===== src/rtl/multi_debounce_if.sv =====
// multi_debounce_if: bundles the per-channel button inputs and the debounced
// outputs of multi_debounce.
//   btn        : raw asynchronous button inputs (driven by master)
//   level      : registered debounced level per channel
//   rise, fall : one-cycle pulses on debounced 0->1 / 1->0 changes
//   long_press : one-cycle pulse after level has been held high long enough
// All outputs are plain registered levels/pulses; there is no handshake.
// A bit is meaningful on every cycle and carries no valid/ready.
interface multi_debounce_if #(
  parameter int CHANNELS = 4
);
  logic [CHANNELS-1:0] btn;
  logic [CHANNELS-1:0] level;
  logic [CHANNELS-1:0] rise;
  logic [CHANNELS-1:0] fall;
  logic [CHANNELS-1:0] long_press;

  modport master (
    output btn,
    input  level,
    input  rise,
    input  fall,
    input  long_press
  );

  modport slave (
    input  btn,
    output level,
    output rise,
    output fall,
    output long_press
  );
endinterface


===== src/rtl/multi_debounce.sv =====
// multi_debounce: CHANNELS independent button debouncers with edge pulses and
// a long-press detector.
//   clk : single clock, all state updates on the rising edge
//   rst : synchronous active-high reset
//   bus : multi_debounce_if.slave (btn in; level/rise/fall/long_press out)
// MODE 0 accepts a change immediately and then locks the channel out for
// LOCK_CYCLES cycles. MODE 1 accepts a change only after the synchronised
// input has differed from level for LOCK_CYCLES consecutive cycles.
module multi_debounce #(
  parameter int          CHANNELS    = 4,
  parameter int unsigned LOCK_CYCLES = 1000000,
  parameter int unsigned LONG_CYCLES = 50000000,
  parameter int          MODE        = 0
) (
  input logic             clk,
  input logic             rst,
  multi_debounce_if.slave bus
);

  // cnt never exceeds LOCK_CYCLES-1; hc saturates at LONG_CYCLES itself.
  localparam int CNT_W = $clog2(LOCK_CYCLES);
  localparam int HC_W  = $clog2(64'(LONG_CYCLES) + 64'd1);

  localparam logic [CNT_W-1:0] CNT_LAST = CNT_W'(LOCK_CYCLES - 1);
  localparam logic [HC_W-1:0]  HC_LAST  = HC_W'(LONG_CYCLES - 1);
  localparam logic [HC_W-1:0]  HC_MAX   = HC_W'(LONG_CYCLES);

  logic [CHANNELS-1:0] sync1_q, sync1_d;
  logic [CHANNELS-1:0] sync2_q, sync2_d;
  logic [CHANNELS-1:0] level_q, level_d;
  logic [CHANNELS-1:0] rise_q, rise_d;
  logic [CHANNELS-1:0] fall_q, fall_d;
  logic [CHANNELS-1:0] long_q, long_d;
  logic [CNT_W-1:0]    cnt_q [CHANNELS];
  logic [CNT_W-1:0]    cnt_d [CHANNELS];
  logic [HC_W-1:0]     hc_q  [CHANNELS];
  logic [HC_W-1:0]     hc_d  [CHANNELS];

  always_comb begin
    sync1_d = bus.btn;
    sync2_d = sync1_q;
    level_d = level_q;
    rise_d  = '0;
    fall_d  = '0;
    long_d  = '0;
    cnt_d   = cnt_q;
    hc_d    = hc_q;

    for (int i = 0; i < CHANNELS; i++) begin
      if (MODE == 0) begin
        // Idle channel takes the new value at once; a running count is the
        // lockout window and ignores the input entirely.
        if (cnt_q[i] == '0) begin
          if (sync2_q[i] != level_q[i]) begin
            level_d[i] = sync2_q[i];
            cnt_d[i]   = CNT_W'(1);
          end
        end else if (cnt_q[i] == CNT_LAST) begin
          cnt_d[i] = '0;
        end else begin
          cnt_d[i] = cnt_q[i] + CNT_W'(1);
        end
      end else begin
        // Any cycle where the input agrees with level restarts the count,
        // so a glitch shorter than the interval never lands.
        if (sync2_q[i] == level_q[i]) begin
          cnt_d[i] = '0;
        end else if (cnt_q[i] == CNT_LAST) begin
          level_d[i] = sync2_q[i];
          cnt_d[i]   = '0;
        end else begin
          cnt_d[i] = cnt_q[i] + CNT_W'(1);
        end
      end

      // Pulses are registered alongside level so they coincide with the
      // first cycle the new level is visible.
      rise_d[i] = level_d[i] & ~level_q[i];
      fall_d[i] = ~level_d[i] & level_q[i];

      if (!level_q[i]) begin
        hc_d[i] = '0;
      end else if (hc_q[i] != HC_MAX) begin
        hc_d[i] = hc_q[i] + HC_W'(1);
      end

      // hc passes through LONG_CYCLES-1 only once per press thanks to the
      // saturation above, so this fires at most once.
      long_d[i] = level_q[i] & (hc_q[i] == HC_LAST);
    end
  end

  always_ff @(posedge clk) begin
    if (rst) begin
      sync1_q <= '0;
      sync2_q <= '0;
      level_q <= '0;
      rise_q  <= '0;
      fall_q  <= '0;
      long_q  <= '0;
      for (int i = 0; i < CHANNELS; i++) begin
        cnt_q[i] <= '0;
        hc_q[i]  <= '0;
      end
    end else begin
      sync1_q <= sync1_d;
      sync2_q <= sync2_d;
      level_q <= level_d;
      rise_q  <= rise_d;
      fall_q  <= fall_d;
      long_q  <= long_d;
      for (int i = 0; i < CHANNELS; i++) begin
        cnt_q[i] <= cnt_d[i];
        hc_q[i]  <= hc_d[i];
      end
    end
  end

  assign bus.level      = level_q;
  assign bus.rise       = rise_q;
  assign bus.fall       = fall_q;
  assign bus.long_press = long_q;

endmodule


===== src/flat_wrapper.sv =====
// flat-port wrapper written by rule: the top's interface ports become plain ports
module multi_debounce_flat 
#(
  parameter int          CHANNELS    = 4,
  parameter int unsigned LOCK_CYCLES = 1000000,
  parameter int unsigned LONG_CYCLES = 50000000,
  parameter int          MODE        = 0
)
  (clk, rst, bus_btn, bus_level, bus_rise, bus_fall, bus_long_press);
  multi_debounce_if #(.CHANNELS(CHANNELS)) bus_i ();
  input logic clk;
  input logic rst;
  input wire logic [$bits(bus_i.btn)-1:0] bus_btn;
  output wire logic [$bits(bus_i.level)-1:0] bus_level;
  output wire logic [$bits(bus_i.rise)-1:0] bus_rise;
  output wire logic [$bits(bus_i.fall)-1:0] bus_fall;
  output wire logic [$bits(bus_i.long_press)-1:0] bus_long_press;
  assign bus_i.btn = bus_btn;
  assign bus_level = bus_i.level;
  assign bus_rise = bus_i.rise;
  assign bus_fall = bus_i.fall;
  assign bus_long_press = bus_i.long_press;
  multi_debounce #(.CHANNELS(CHANNELS), .LOCK_CYCLES(LOCK_CYCLES), .LONG_CYCLES(LONG_CYCLES), .MODE(MODE)) u_core (.clk(clk), .rst(rst), .bus(bus_i));
endmodule

===== config.mk =====
export PLATFORM = sky130hd
export DESIGN_NAME = multi_debounce_flat
export DESIGN_NICKNAME = d
export VERILOG_FILES = /design/src/rtl/multi_debounce_if.sv /design/src/rtl/multi_debounce.sv /design/src/flat_wrapper.sv
export SDC_FILE = /design/constraint.sdc
export NUM_CORES = 1
export LEC_CHECK = 0
export CAP_MARGIN = 20
export CORE_UTILIZATION = 56
export DETAILED_ROUTE_END_ITERATION = 10
export MAX_ROUTING_LAYER = met4
export PLACE_DENSITY = 0.77
export SLEW_MARGIN = 25
export SYNTH_ARGS = -nofsm -noshare
export SYNTH_HDL_FRONTEND = slang
export SYNTH_SLANG_ARGS = --single-unit
export TNS_END_PERCENT = 30

===== constraint.sdc =====
create_clock -name clk -period 1.9 [get_ports clk]
set_input_delay 0.38 -clock clk [delete_from_list [all_inputs] [get_ports clk]]
set_output_delay 0.38 -clock clk [all_outputs]
set_load 0.005 [all_outputs]

==> results by stage <==
Setup path:
- The number of buffer and inverter instances along the worst setup path is 1.
- The capturing element type of the critical path is a primary output.
- The type of the worst setup path is reg -> out.
- The slowest stage of the critical path is the sky130_fd_sc_hd__clkdlybuf4s50_1 cell.
- The required arrival time at the worst endpoint is 1.52 ns.
- The startpoint type of the worst setup path is a flop.
- The cell family contributing the most delay on the critical path is buffers and inverters.
- In this run the number of cells on the critical path is 1.
- The largest stage delay on the critical path is 0.55 ns.
- Walking the worst path, the cells encountered are clkdlybuf4s50_1.
- For the worst setup path, the data arrival time is about 1.5 ns.
- Along the worst path, the maximum fanout reaches 5.
- The number of cells on the worst reg-to-reg path is 6.

Synth:
- The number of flip-flops and latches in the synthesized netlist is about 210.
- The top-area cell type share of the netlist area is ~44%.
- Yosys attributes the largest share of cell area to sky130_fd_sc_hd__dfxtp_1 44%, sky130_fd_sc_hd__nor2_1 8.2%, sky130_fd_sc_hd__xor2_1 8.1%.
- Synthesis produced a netlist whose cell count is between 1k and 1.5k.
- The number of warnings issued by yosys is 0.
- When the netlist entered floorplanning its net count stood at ~1.1k.
- Yosys mapped a number of flops with a built-in enable equal to 0.
- The share of flip-flops with an asynchronous set or reset after synthesis is 0%.
- The largest total area in the synthesized netlist belongs to sky130_fd_sc_hd__dfxtp_1.
- The post-synthesis instance area is around 9400 sq um.
- The unique cell type count in the Yosys netlist is 51.
- The post-synthesis average cell area is around 8.7 sq um.
- After synthesis, flip-flops and latches occupy between 40% and 50% of the total area.
- For this run, the leading register cell type out of synthesis is sky130_fd_sc_hd__dfxtp_1.

STA:
- Dividing the final minimum period by the clock period gives just under 100%.
- Between clock sinks in the finished design, the worst skew comes to approximately 0.011 ns.
- Setup repair after global routing could not meet its margin everywhere.
- Summed over all failing endpoints, the final setup total negative slack is 0 ns.
- In this run the tightest slew margin relative to its limit is 70.2%.
- The worst path in the final design needs a cycle of 1.88 ns, including I/O delays and setup.
- Setup violations remaining at the end of the flow were counted as 0.
- Hold is met by around 0.16 ns.
- The number of max-slew violations in the final report was 0.
- Based on the critical path, the design can be clocked at up to approximately 0.53 GHz.
- At the pin with the least slew margin, the transition time is roughly 0.44 ns.
- The total count of hold-check failures in the final report is 0.

Floorplan:
- The die outline width is about 130 microns.
- The core area is around 16000 sq um.
- In this run the count of I/O pins placed on the die edge is 22.
- The floorplan row count is between 40 and 50.
- The full die area is 17300 sq um.
- The initial cell density of the core is 58.2%.
- The die extent in y is 131 microns.

Detailed routing:
- The detailed router placed 7670 vias in this run.
- After detailed routing, the number of remaining DRC violations is 0.
- The final wirelength is about 19 mm.
- The residual antenna-violating net count after detailed routing is 0.
- The first detailed-routing pass took 4 iterations.
- After detailed routing, the number of vias per cell comes to 5.36.
- In the final routed layout, each cell accounts on average for between 10 and 15 microns.
- The first routing iteration left between 300 and 400 violations.

GRT:
- The number of global-route vias before repair came to between 7k and 8k.
- Global routing used 22.1% of the available tracks.
- After global routing the overflow that remains totals 0.
- The initial antenna violation count is 0.
- The first global-routing pass estimated 32.1 mm of wire.
- The pin count of the biggest net entering global routing is 28.

Min path:
- The path category of the worst min-delay check is in -> reg.
- The number of cells traversed by the worst hold path is 2.

Clock tree:
- In this run the number of H-tree levels came out at 1.
- The clock buffer count from CTS is 22.
- The tree built by TritonCTS fans out to between 200 and 250 sinks.
- The count of hold buffers inserted by post-cts repair is 0.
- The root buffer selected by CTS is sky130_fd_sc_hd__clkbuf_16.
- The clock insertion delay at the later pin of the skew report is 0.50 ns.
- The clock-pin slew reported for the worst setup and hold paths after clock tree synthesis is roughly 0.06 ns.
- The clock passes through at most 3 buffers.
- The clock tree from TritonCTS is built.

Power and ir drop:
- The areal power density over the cells is approximately 890 nW/um^2.
- The switching share of power is a little under a quarter.
- The peak ir drop on the vdd network is about 780 uV.
- The internal power of the cells totals just under 8 mW.
- Summed over all nets, the switching power comes to around 2.3 mW.
- Per report_power, the clock group accounts for between 40% and 50% of the total.
- Summed over all cells, the static leakage comes to between 3 and 4 nW.
- The total design power is 10.1 mW.
- Registers are responsible for around 45% of the overall power.
- The part of the total power dissipated in combinational logic is 9.5%.

Cells and area:
- The fraction of the core area covered by cells at the end of the flow is a little over two thirds.
- At the end of the flow, the number of nets in the layout was 1220.
- The share of final-layout standard cells stronger than drive strength 1 is around 15%.
- The number of antenna repair diodes is 0.
- After the flow finishes, the layout carries non-filler instances totaling 1430.
- The fill cell total of the finished layout is between 1k and 1.5k.
- The synthesis-to-finish area growth is 21.5%.

Run status:
- The run finished with clean final reports.

Placed design:
- During placement, the flow inserted port buffers numbering 21.
- At the end of routability-driven placement, the weighted congestion stood at about 0.85.
- The cell total after placement is about 1.4k.
- The half-perimeter wire length after placement is around 13 mm.

Flow run:
- The total of max-cap violations is 0.
## cell usage after synthesis, types with 14 or more instances
library cell               number
sky130_fd_sc_hd__dfxtp_1      208
sky130_fd_sc_hd__nor3_1        36
sky130_fd_sc_hd__a21oi_1       15
sky130_fd_sc_hd__nor4_1        25
sky130_fd_sc_hd__xor2_1        87
sky130_fd_sc_hd__nand4_1       48
sky130_fd_sc_hd__ha_1          16
sky130_fd_sc_hd__nand3_1       73
sky130_fd_sc_hd__or3_1         14
sky130_fd_sc_hd__inv_1         31
sky130_fd_sc_hd__nor2_1       205
sky130_fd_sc_hd__and4_1        18
sky130_fd_sc_hd__nand2_1       75
sky130_fd_sc_hd__clkbuf_1      20
sky130_fd_sc_hd__xnor2_1       73
## cell type report
class	count	area (sq um)	share of cell area, %
clock inverters	13	175	1.54
multi-input cells	812	5070	44.4
flip-flops and latches	208	4170	36.5
inverters	31	116	1.02
clock buffers	27	621	5.44
well taps	216	270	2.37
repair buffers	123	987	8.66
## worst paths after layout
kind / startpoint / endpoint / slack, ns
setup reg to reg: u_core.cnt_q[36] / u_core.cnt_q[20] / 0.03
hold reg to reg: u_core.sync1_q[0] / u_core.sync2_q[0] / 0.44
setup / recovery: u_core.bus.level[2] / bus_level[2] / 0.02
hold / removal: rst / u_core.cnt_q[21] / 0.16
## flip-flops by register name, summed over array words and instances (netlist names)
signal / count
u_core.bus.level: 4
u_core.sync1_q: 4
u_core.bus.rise: 4
u_core.bus.fall: 4
u_core.sync2_q: 4
u_core.hc_q: 104
u_core.cnt_q: 80
u_core.bus.long_press: 4
## cell usage in the layout (no fill, tap or decap), types with 3 or more instances in the layout
cell / instances
sky130_fd_sc_hd__dfxtp_1: 207
sky130_fd_sc_hd__nor2_1: 205
sky130_fd_sc_hd__buf_4: 100
sky130_fd_sc_hd__xor2_1: 87
sky130_fd_sc_hd__nand2_1: 74
sky130_fd_sc_hd__xnor2_1: 73
sky130_fd_sc_hd__nand3_1: 71
sky130_fd_sc_hd__nand4_1: 48
sky130_fd_sc_hd__nor3_1: 35
sky130_fd_sc_hd__inv_1: 31
sky130_fd_sc_hd__nor4_1: 23
sky130_fd_sc_hd__clkbuf_16: 23
sky130_fd_sc_hd__clkdlybuf4s50_1: 20
sky130_fd_sc_hd__and4_1: 17
sky130_fd_sc_hd__ha_1: 16
sky130_fd_sc_hd__a21oi_1: 15
sky130_fd_sc_hd__or3_1: 14
sky130_fd_sc_hd__o21ai_0: 12
sky130_fd_sc_hd__and3_1: 12
sky130_fd_sc_hd__nor2b_1: 11
sky130_fd_sc_hd__or4_1: 9
sky130_fd_sc_hd__nand2b_1: 8
sky130_fd_sc_hd__mux2i_1: 8
sky130_fd_sc_hd__or2_2: 7
sky130_fd_sc_hd__nor4b_1: 7
sky130_fd_sc_hd__nor3_2: 5
sky130_fd_sc_hd__clkinv_2: 5
sky130_fd_sc_hd__nor4_4: 4
sky130_fd_sc_hd__and2_1: 4
sky130_fd_sc_hd__or3b_2: 4
sky130_fd_sc_hd__nand3b_1: 4
sky130_fd_sc_hd__bufinv_16: 4
sky130_fd_sc_hd__clkinvlp_4: 4
sky130_fd_sc_hd__or4_4: 3
sky130_fd_sc_hd__a21o_1: 3
sky130_fd_sc_hd__nor4_2: 3
sky130_fd_sc_hd__clkbuf_8: 3
## through the flow
step / setup WS, ns / cell area (sq um)
floorplan: 0.0611 / 9380
global placement: 0.0271 / 10500
global route: -0.0395 / 11400
finish: 0.0183 / 11400
detailed placement: -0.0552 / 10500
CTS: 0.0153 / 11300
## routing by layer
metal | GRT usage, % | vias up | wire [microns]
met5 | - | - | 0
met4 | 6.27 | 0 | 380
met3 | 3.47 | 29 | 619
met2 | 36.9 | 101 | 8790
met1 | 27.6 | 3593 | 8830
li1 | - | 3947 | -
## power by group through the flow
stage / clock network, mW / registers [mW] / logic, mW
after global placement: 0 / 4.62 / 0.882
after floorplan: 0 / 4.62 / 0.579
after CTS: 4.70 / 4.52 / 0.923
after detailed placement: 0 / 4.62 / 0.904
final: 4.61 / 4.53 / 0.957
after global routing: 4.88 / 4.54 / 1.06
## what timing repair did
action / in CTS / in global routing
gates resized for setup: 3 / 16
endpoints found under the setup margin: 20 / 62
setup buffers: 0 / 1
pin swaps: 1 / 5
endpoints found under the hold margin: 0 / 0
## cells by family after synthesis
kind of cell	Yosys count	synth area share, %
AND/OR/NAND/NOR	586	32.4
AO/OA/AOI/OAI	42	2.63
flip-flops	208	44.4
multiplexers	8	0.853
XOR/XNOR	160	14.9
adder cells (fa/ha/maj)	16	2.13
buffers and inverters	61	2.64
No activity file was read; power rests on OpenSTA's default activity.
